--- src/rtl/wb_stage.sv ---
// ---------------------------------------------------------------------------
// wb_stage: MEM/WB pipeline register and write-back formatter.
//
// Captures the MEM-stage result on each clock edge. From the registered copy
// it forms the register-file write signals (RFWr, A3, WD) combinationally:
// load byte/halfword extraction with sign/zero extension, misaligned-load
// detection, and the retired-instruction counter.
//
// Ports
//   clk, rst        clock; asynchronous active-high reset
//   stall           hold the WB register contents
//   flush           load a bubble (valid=0); takes priority over stall
//   m_valid         MEM-stage instruction is valid
//   m_rfwr, m_rd    instruction writes rd / destination index
//   m_wdsel         write-data select: 00 ALU, 01 load, 10 PC+4, 11 imm
//   m_ld_type       load funct3 (000 lb, 001 lh, 010 lw, 100 lbu, 101 lhu)
//   m_alu_out       ALU result; also the load address
//   m_pc, m_imm     instruction PC / immediate
//   m_dmem_rdata    aligned data-memory word read in MEM
//   RFWr, A3, WD    register-file write enable, index, data
//   w_valid         WB stage holds a valid instruction
//   w_misalign      WB instruction is a misaligned load
//   instret         retired-instruction count (CNT_W bits, wraps)
// ---------------------------------------------------------------------------
module wb_stage #(
    parameter int CNT_W = 64
) (
    input  logic             clk,
    input  logic             rst,
    input  logic             stall,
    input  logic             flush,
    input  logic             m_valid,
    input  logic             m_rfwr,
    input  logic [4:0]       m_rd,
    input  logic [1:0]       m_wdsel,
    input  logic [2:0]       m_ld_type,
    input  logic [31:0]      m_alu_out,
    input  logic [31:0]      m_pc,
    input  logic [31:0]      m_imm,
    input  logic [31:0]      m_dmem_rdata,
    output logic             RFWr,
    output logic [4:0]       A3,
    output logic [31:0]      WD,
    output logic             w_valid,
    output logic             w_misalign,
    output logic [CNT_W-1:0] instret
);

    // Misaligned-load condition; only loads (wdsel=01) can be misaligned.
    // Encodings 011/110/111 fall into the lw group.
    function automatic logic misalign_f(input logic [1:0] wdsel,
                                        input logic [2:0] ld_type,
                                        input logic [1:0] off);
        logic mis;
        mis = 1'b0;
        if (wdsel == 2'b01) begin
            case (ld_type)
                3'b000, 3'b100: mis = 1'b0;
                3'b001, 3'b101: mis = off[0];
                default:        mis = (off != 2'b00);
            endcase
        end else begin
            mis = 1'b0;
        end
        return mis;
    endfunction

    // Byte/halfword lane selection and extension from the aligned word.
    function automatic logic [31:0] load_extract_f(input logic [2:0]  ld_type,
                                                   input logic [1:0]  off,
                                                   input logic [31:0] rdata);
        logic [7:0]  byte_v;
        logic [15:0] half_v;
        logic [31:0] res;
        case (off)
            2'b00:   byte_v = rdata[7:0];
            2'b01:   byte_v = rdata[15:8];
            2'b10:   byte_v = rdata[23:16];
            2'b11:   byte_v = rdata[31:24];
            default: byte_v = rdata[7:0];
        endcase
        half_v = off[1] ? rdata[31:16] : rdata[15:0];
        case (ld_type)
            3'b000:  res = {{24{byte_v[7]}}, byte_v};
            3'b100:  res = {24'h000000, byte_v};
            3'b001:  res = {{16{half_v[15]}}, half_v};
            3'b101:  res = {16'h0000, half_v};
            default: res = rdata;
        endcase
        return res;
    endfunction

    logic        valid_r;
    logic        rfwr_r;
    logic [4:0]  rd_r;
    logic [1:0]  wdsel_r;
    logic [2:0]  ld_type_r;
    logic [31:0] alu_out_r;
    logic [31:0] pc4_r;
    logic [31:0] imm_r;
    logic [31:0] rdata_r;
    logic [CNT_W-1:0] instret_r;

    logic        m_misalign_s;
    logic        capture_s;
    logic        misalign_s;
    logic [31:0] load_data_s;
    logic [31:0] wd_s;

    // Incoming instruction's misalignment decides whether it retires on capture.
    assign m_misalign_s = misalign_f(m_wdsel, m_ld_type, m_alu_out[1:0]);
    assign capture_s    = ~flush & ~stall;

    // WB pipeline register: rst > flush > stall > load. A flush only clears
    // valid; the payload fields are meaningless behind a bubble.
    always_ff @(posedge clk or posedge rst) begin
        if (rst) begin
            valid_r   <= 1'b0;
            rfwr_r    <= 1'b0;
            rd_r      <= 5'd0;
            wdsel_r   <= 2'b00;
            ld_type_r <= 3'b000;
            alu_out_r <= 32'h00000000;
            pc4_r     <= 32'h00000000;
            imm_r     <= 32'h00000000;
            rdata_r   <= 32'h00000000;
        end else if (flush) begin
            valid_r   <= 1'b0;
        end else if (!stall) begin
            valid_r   <= m_valid;
            rfwr_r    <= m_rfwr;
            rd_r      <= m_rd;
            wdsel_r   <= m_wdsel;
            ld_type_r <= m_ld_type;
            alu_out_r <= m_alu_out;
            pc4_r     <= m_pc + 32'd4;
            imm_r     <= m_imm;
            rdata_r   <= m_dmem_rdata;
        end
    end

    // Retired-instruction counter: counts valid, non-misaligned captures.
    always_ff @(posedge clk or posedge rst) begin
        if (rst) begin
            instret_r <= {CNT_W{1'b0}};
        end else if (capture_s && m_valid && !m_misalign_s) begin
            instret_r <= instret_r + {{(CNT_W-1){1'b0}}, 1'b1};
        end
    end

    // Write-data formatting from the registered WB fields.
    always_comb begin
        load_data_s = load_extract_f(ld_type_r, alu_out_r[1:0], rdata_r);
        misalign_s  = valid_r & misalign_f(wdsel_r, ld_type_r, alu_out_r[1:0]);
        wd_s        = alu_out_r;
        case (wdsel_r)
            2'b00:   wd_s = alu_out_r;
            2'b01:   wd_s = load_data_s;
            2'b10:   wd_s = pc4_r;
            2'b11:   wd_s = imm_r;
            default: wd_s = alu_out_r;
        endcase
    end

    assign WD         = wd_s;
    assign A3         = rd_r;
    assign w_valid    = valid_r;
    assign w_misalign = misalign_s;
    assign RFWr       = valid_r & rfwr_r & (rd_r != 5'd0) & ~misalign_s;
    assign instret    = instret_r;

endmodule

--- config.mk ---
export PLATFORM = sky130hd
export DESIGN_NAME = wb_stage
export DESIGN_NICKNAME = d
export VERILOG_FILES = /design/src/rtl/wb_stage.sv
export SDC_FILE = /design/constraint.sdc
export NUM_CORES = 1
export LEC_CHECK = 0
export BUFFER_PORTS_ARGS = -buffer_cell sky130_fd_sc_hd__buf_2
export CAP_MARGIN = 20
export CORE_UTILIZATION = 53
export CTS_CLUSTER_SIZE = 14
export DETAILED_ROUTE_END_ITERATION = 16
export PLACE_DENSITY = 0.79
export SETUP_SLACK_MARGIN = 0.3
export SLEW_MARGIN = 20
export SYNTH_ARGS = -nofsm -noshare
export SYNTH_HDL_FRONTEND = slang
export SYNTH_SLANG_ARGS = --single-unit
--- constraint.sdc ---
create_clock -name clk -period 10.1 [get_ports clk]
set_input_delay 1.01 -clock clk [delete_from_list [all_inputs] [get_ports clk]]
set_output_delay 1.01 -clock clk [all_outputs]
set_load 0.1 [all_outputs]
### Word-level counts from Yosys, hierarchy flattened

Index checks and enable logic that the tools add are counted.

| storage, ports and cells | value |
|---|---|
| bits of input ports | 144 |
| register bits after elaboration | 204 |
| logic and storage cells | 59 |
| bits in writable memories | 0 |
| output and inout bits | 104 |
| bits in read-only memories | 0 |
| memories | 0 |
| latch bits | 0 |

| operators by class | value |
|---|---|
| div/mod/pow operators | 0 |
| order comparisons | 0 |
| bitwise gates (word level) | 8 |
| multiplexer cells | 10 |
| add/sub/neg operators | 2 |
| shifts and indexed selects | 0 |
| eq/ne operators | 14 |
| $mul | 0 |
| reductions and logical operators | 15 |

Operators with widths:

| cell | number |
|---|---|
| case mux 32 bit (4 select lines) | 2 |
| adder 64 x 1 -> 64 bit (second input constant) | 1 |
| adder 32 x 3 -> 32 bit (second input constant) | 1 |
| case mux 8 bit (4 select lines) | 1 |
| two-way mux 16 bit | 1 |
| equality test 3 bit (second input constant) | 4 |
| equality test 2 bit (second input constant) | 4 |
| OR reduction 2 bit | 4 |
| equality test 2 x 1 -> 1 bit (second input constant) | 3 |
| equality test 3 x 1 -> 1 bit (second input constant) | 2 |
| logical NOT 3 bit | 2 |
| AND 1 bit | 5 |
| nonzero test 5 bit | 1 |
| logical NOT 2 bit | 2 |
| two-way mux 1 bit | 4 |
| case mux 1 bit (2 select lines) | 2 |
| nonzero test 2 bit | 2 |
| inverter 1 bit | 3 |
| logical AND 1 bit | 2 |
| inequality test 2 x 1 -> 1 bit (second input constant) | 1 |
| AND reduction 2 bit | 1 |
| logical NOT 1 bit | 1 |

### Logic depth before layout (Yosys ltp)

| depth | value |
|---|---|
| depth after elaboration | 7 |
| gate-level depth with buffers | 7 |
| gate-level depth less buffers | 6 |

### Least setup slack after synthesis

OpenSTA, ideal clock, no wires.

| timing | value |
|---|---|
| path type | register to output |
| from | reg valid_r (netlist: w_valid) |
| to | out RFWr |
| arrival | 3609 ps |
| cell stages (with the launch flop) | 4 |
| setup slack | 5481 ps |
| buffers on the path | 0 |
| required time | 9090 ps |
| cell sequence | dfrtp_1 -> nand2_1 -> a21oi_1 -> nor2_1 |

| between the ends | value |
|---|---|
| word-level cells in the longest chain between the ends | 3 |
| elaborated cells between the ends (all ways) | 5 |
| classes of those cells | 5 x bitwise |

RTL lines:

| what | RTL line | source |
|---|---|---|
| start: declaration | 93 | `logic valid_r;` |
| start signal: assignment | 130 | `valid_r <= m_valid;` |
| AND 1 bit | 154 | `misalign_s = valid_r & misalign_f(wdsel_r, ld_type_r, alu_out_r[1:0]);` |
| net w_misalign | 45 | `output logic w_misalign,` |
| inverter 1 bit | 169 | `assign RFWr = valid_r & rfwr_r & (rd_r != 5'd0) & ~misalign_s;` |
| AND 1 bit | 169 |  |
| end: declaration | 41 | `output logic RFWr,` |

The timed path passes the listed nets, and every way through them passes these cells.

### Worst setup path after layout

| timing | value |
|---|---|
| from | reg wdsel_r[1] |
| to | out WD[30] |

| between the ends | value |
|---|---|
| word-level cells in the longest chain between the ends | 2 |
| elaborated cells between the ends (all ways) | 5 |
| classes of those cells | 3 x eq/ne; 1 x mux; 1 x reduce/logical |

RTL lines:

| what | RTL line | source |
|---|---|---|
| start: declaration | 96 | `logic [1:0] wdsel_r;` |
| start signal: assignment | 133 | `wdsel_r <= m_wdsel;` |
| equality test 2 bit, or another cell as far along | 156 | `case (wdsel_r)` |
| case mux 32 bit (4 select lines) (*) | 156 |  |
| end: declaration | 43 | `output logic [31:0] WD,` |

Mark *: on every way between the ends. The rest lies on a longest branch, timed or not.

==> flow_summary.json <==
{
  "rows": 49,
  "routedWlPerCell_um": 18.84,
  "worst_pin_slew_ps": 1043,
  "cts.sinks": 204,
  "drv_slew": 0,
  "hold_path_class": "flop to flop",
  "finalSetupViolations": 0,
  "yosys_warnings": 0,
  "path_delay_family": "buffers and inverters",
  "async_flop_share_pct": 100.0,
  "postCtsSetupBuffers": 0,
  "yosysMostFrequentCell": "dfrtp_1",
  "start_util_pct": 55.00,
  "dieArea_um2": 19510,
  "synth_ff_type": "dfrtp_1",
  "rsz0062_at_grt": "false",
  "layout.nets": 1356,
  "die_w_um": 139.7,
  "instances_no_fill": 1458,
  "leakage_nw": 5.795,
  "layout-drive-gt1-share_pct": 32.92,
  "synth_seq_area_share_pct": 50.80,
  "holdWs_ps": 473.7,
  "synthTopCellsByCount": "dfrtp_1 (204), mux2_2 (102), nor2_1 (101)",
  "drtAntennaViolNets": 0,
  "htreeDepth": 1,
  "drtPass1Iterations": 5,
  "grt_overflow": 0,
  "dpl.cell_count": 1414,
  "hp-start": "instret[63]",
  "max-vdd-ir-drop_mv": 0.1789,
  "drv_cap": 0,
  "cts_tree": "built",
  "slew_headroom_pct": 29.91,
  "cpMaxStageDelayCell": "and2_1",
  "holdBufCountCts": 0,
  "grt_use_total_pct": 28.35,
  "hold_viol": 0,
  "dpl.hpwl_um": 19710,
  "via_per_inst": 5.761,
  "pin_count": 248,
  "hold_end": "instret[63]",
  "drt_iter0_markers": 563,
  "clk_pin_slew_worst_paths_ps": 60,
  "cts-root-buf": "clkbuf_16",
  "cp_cell_sequence": "buf_4 > and2_1 > a21oi_1 > o22ai_1 > buf_2",
  "syn_to_final_growth_pct": 21.64,
  "routed_wl_um": 27470,
  "synthCells": 981,
  "yosys-top-cells-area": "dfrtp_1 (51%), mux2_2 (11%), xor2_1 (4.3%), a21oi_1 (4.2%), nor2_1 (3.8%)",
  "synth_cell_types": 47,
  "syn_area_um2": 10050,
  "rr_worst_depth": 5,
  "synth_nets": 1127,
  "antenna_found_initial": 5,
  "grt.met3_usage_pct": 5.575,
  "slowest_delay_ps": 750,
  "synth_top_area_share_pct": 50.80,
  "avgSynthCellArea_um2": 10.24,
  "period_share_pct": 41.54,
  "grt_pass1_vias": 8085,
  "final.min_clock_period_ps": 4195,
  "cp-end-kind": "primary output",
  "cp_max_fo": 25,
  "fin_skew_ps": 3.764,
  "clock_latency_ps": 500,
  "io_buffers": 247,
  "r2r-start": "instret[8]",
  "die_h_um": 139.7,
  "criticalPathCategory": "flop to primary output",
  "met2_usage_pct": 44.63,
  "startpoint_type": "flop",
  "synth_top_area_cell": "dfrtp_1",
  "vias": 8399,
  "power_density_nw_per_um2": 211.5,
  "core_um2": 18270,
  "tns_ps": 0,
  "arrival_ps": 3190,
  "numCtsBuffers": 22,
  "busiest_layer": "met2",
  "r2r_end": "instret[58]",
  "critPathRequiredTime_ps": 9090,
  "synth_enable_flop_cells": 0,
  "grt_pass1_wl_um": 43320,
  "hold_depth": 1,
  "grt_use_met1_pct": 38.60,
  "gp_congestion": 0.9258,
  "cts_resized": 0,
  "cts_buffer_depth": 3,
  "synth.ff_latch_count": 204,
  "path_buf_inv": 2,
  "max_clock_freq_ghz": 0.2384,
  "drc": 0,
  "grt_max_degree": 126,
  "status": "finished clean",
  "reg2reg_slack_ps": 7680
}
[sequential cells by signal (all words and copies together), names as in the netlist]
signal	cells
instret	64
alu_out_r	32
imm_r	32
pc4_r	32
rdata_r	32
A3	5
ld_type_r	3
wdsel_r	2
rfwr_r	1
w_valid	1
[logic make-up after synthesis]
group	synth area share, %
and+or+nand+nor	16.57
DFF	50.80
AOI/OAI and AO/OA	9.190
muxes	12.05
xor gates and xnor gates	7.757
buffers and inverters	3.374
adders and majority gates	0.2490
[layer usage]
| metal | wire [um] | part of all wire, % | vias to the layer above |
|---|---|---|---|
| li1 | - | - | 3912 |
| met1 | 11580 | 42 | 4082 |
| met2 | 12960 | 47 | 342 |
| met3 | 2043 | 7.4 | 63 |
| met4 | 892 | 3.2 | 0 |
| met5 | 0 | 0 | - |
[per-stage QoR]
step	utilization (%)	setup WS, ps	area, um2	total power [mW]
final	66.90	5905	12220	2.585
after global routing	66.89	5715	12220	2.684
after CTS	66.63	5933	12170	2.596
after detailed placement	62.59	6468	11430	1.772
after global placement	62.59	6552	11430	1.761
after floorplan	-	3523	10050	1.603
[layout by cell type, fill, tap and decap left out, types with 6 or more instances in the layout]
master / netlist / routed
and2_1: 7 / 7
o22a_1: 10 / 10
buf_2: 1 / 247
dfrtp_1: 204 / 204
and4_1: 6 / 6
clkbuf_16: 0 / 23
nor4_1: 11 / 11
o21ai_0: 20 / 20
nand2b_1: 6 / 6
inv_1: 40 / 39
nand3_1: 45 / 45
nand2_1: 65 / 65
xor2_1: 49 / 49
o22ai_1: 23 / 23
xnor2_1: 40 / 40
mux2_2: 102 / 102
nor3_1: 28 / 28
a21oi_1: 84 / 84
nand4_1: 27 / 27
and3_1: 13 / 13
nor2_1: 101 / 100
[cell type report]
cell class | count | area, um2
clock inverter | 6 | 80.08
timing repair buffer | 253 | 1301
multi-input combinational | 689 | 4621
fill | 1429 | 6047
inverter | 40 | 157.7
antenna | 5 | 12.51
tap | 229 | 286.5
sequential | 204 | 5105
clock buffer | 32 | 659.4
[worst max path at each step]
stage / startpoint / to / slack [ps] / cells past startpoint
floorplan: rst / A3[0] / 3520 / 1
global placement: wdsel_r[1] / WD[31] / 6550 / 5
detailed placement: wdsel_r[1] / WD[30] / 6470 / 5
CTS: wdsel_r[1] / WD[30] / 5930 / 5
global route: wdsel_r[1] / WD[20] / 5710 / 5
finish: wdsel_r[1] / WD[30] / 5900 / 5
[power breakdown]
| part | total, mW | internal [mW] | switching, mW | leakage (nW) |
|---|---|---|---|---|
| Combinational | 0.782 | 0.189 | 0.593 | 2.95 |
| Clock | 0.819 | 0.501 | 0.318 | 0.368 |
| Sequential | 0.984 | 0.907 | 0.0764 | 2.48 |
(Power assumes the default switching activity.)
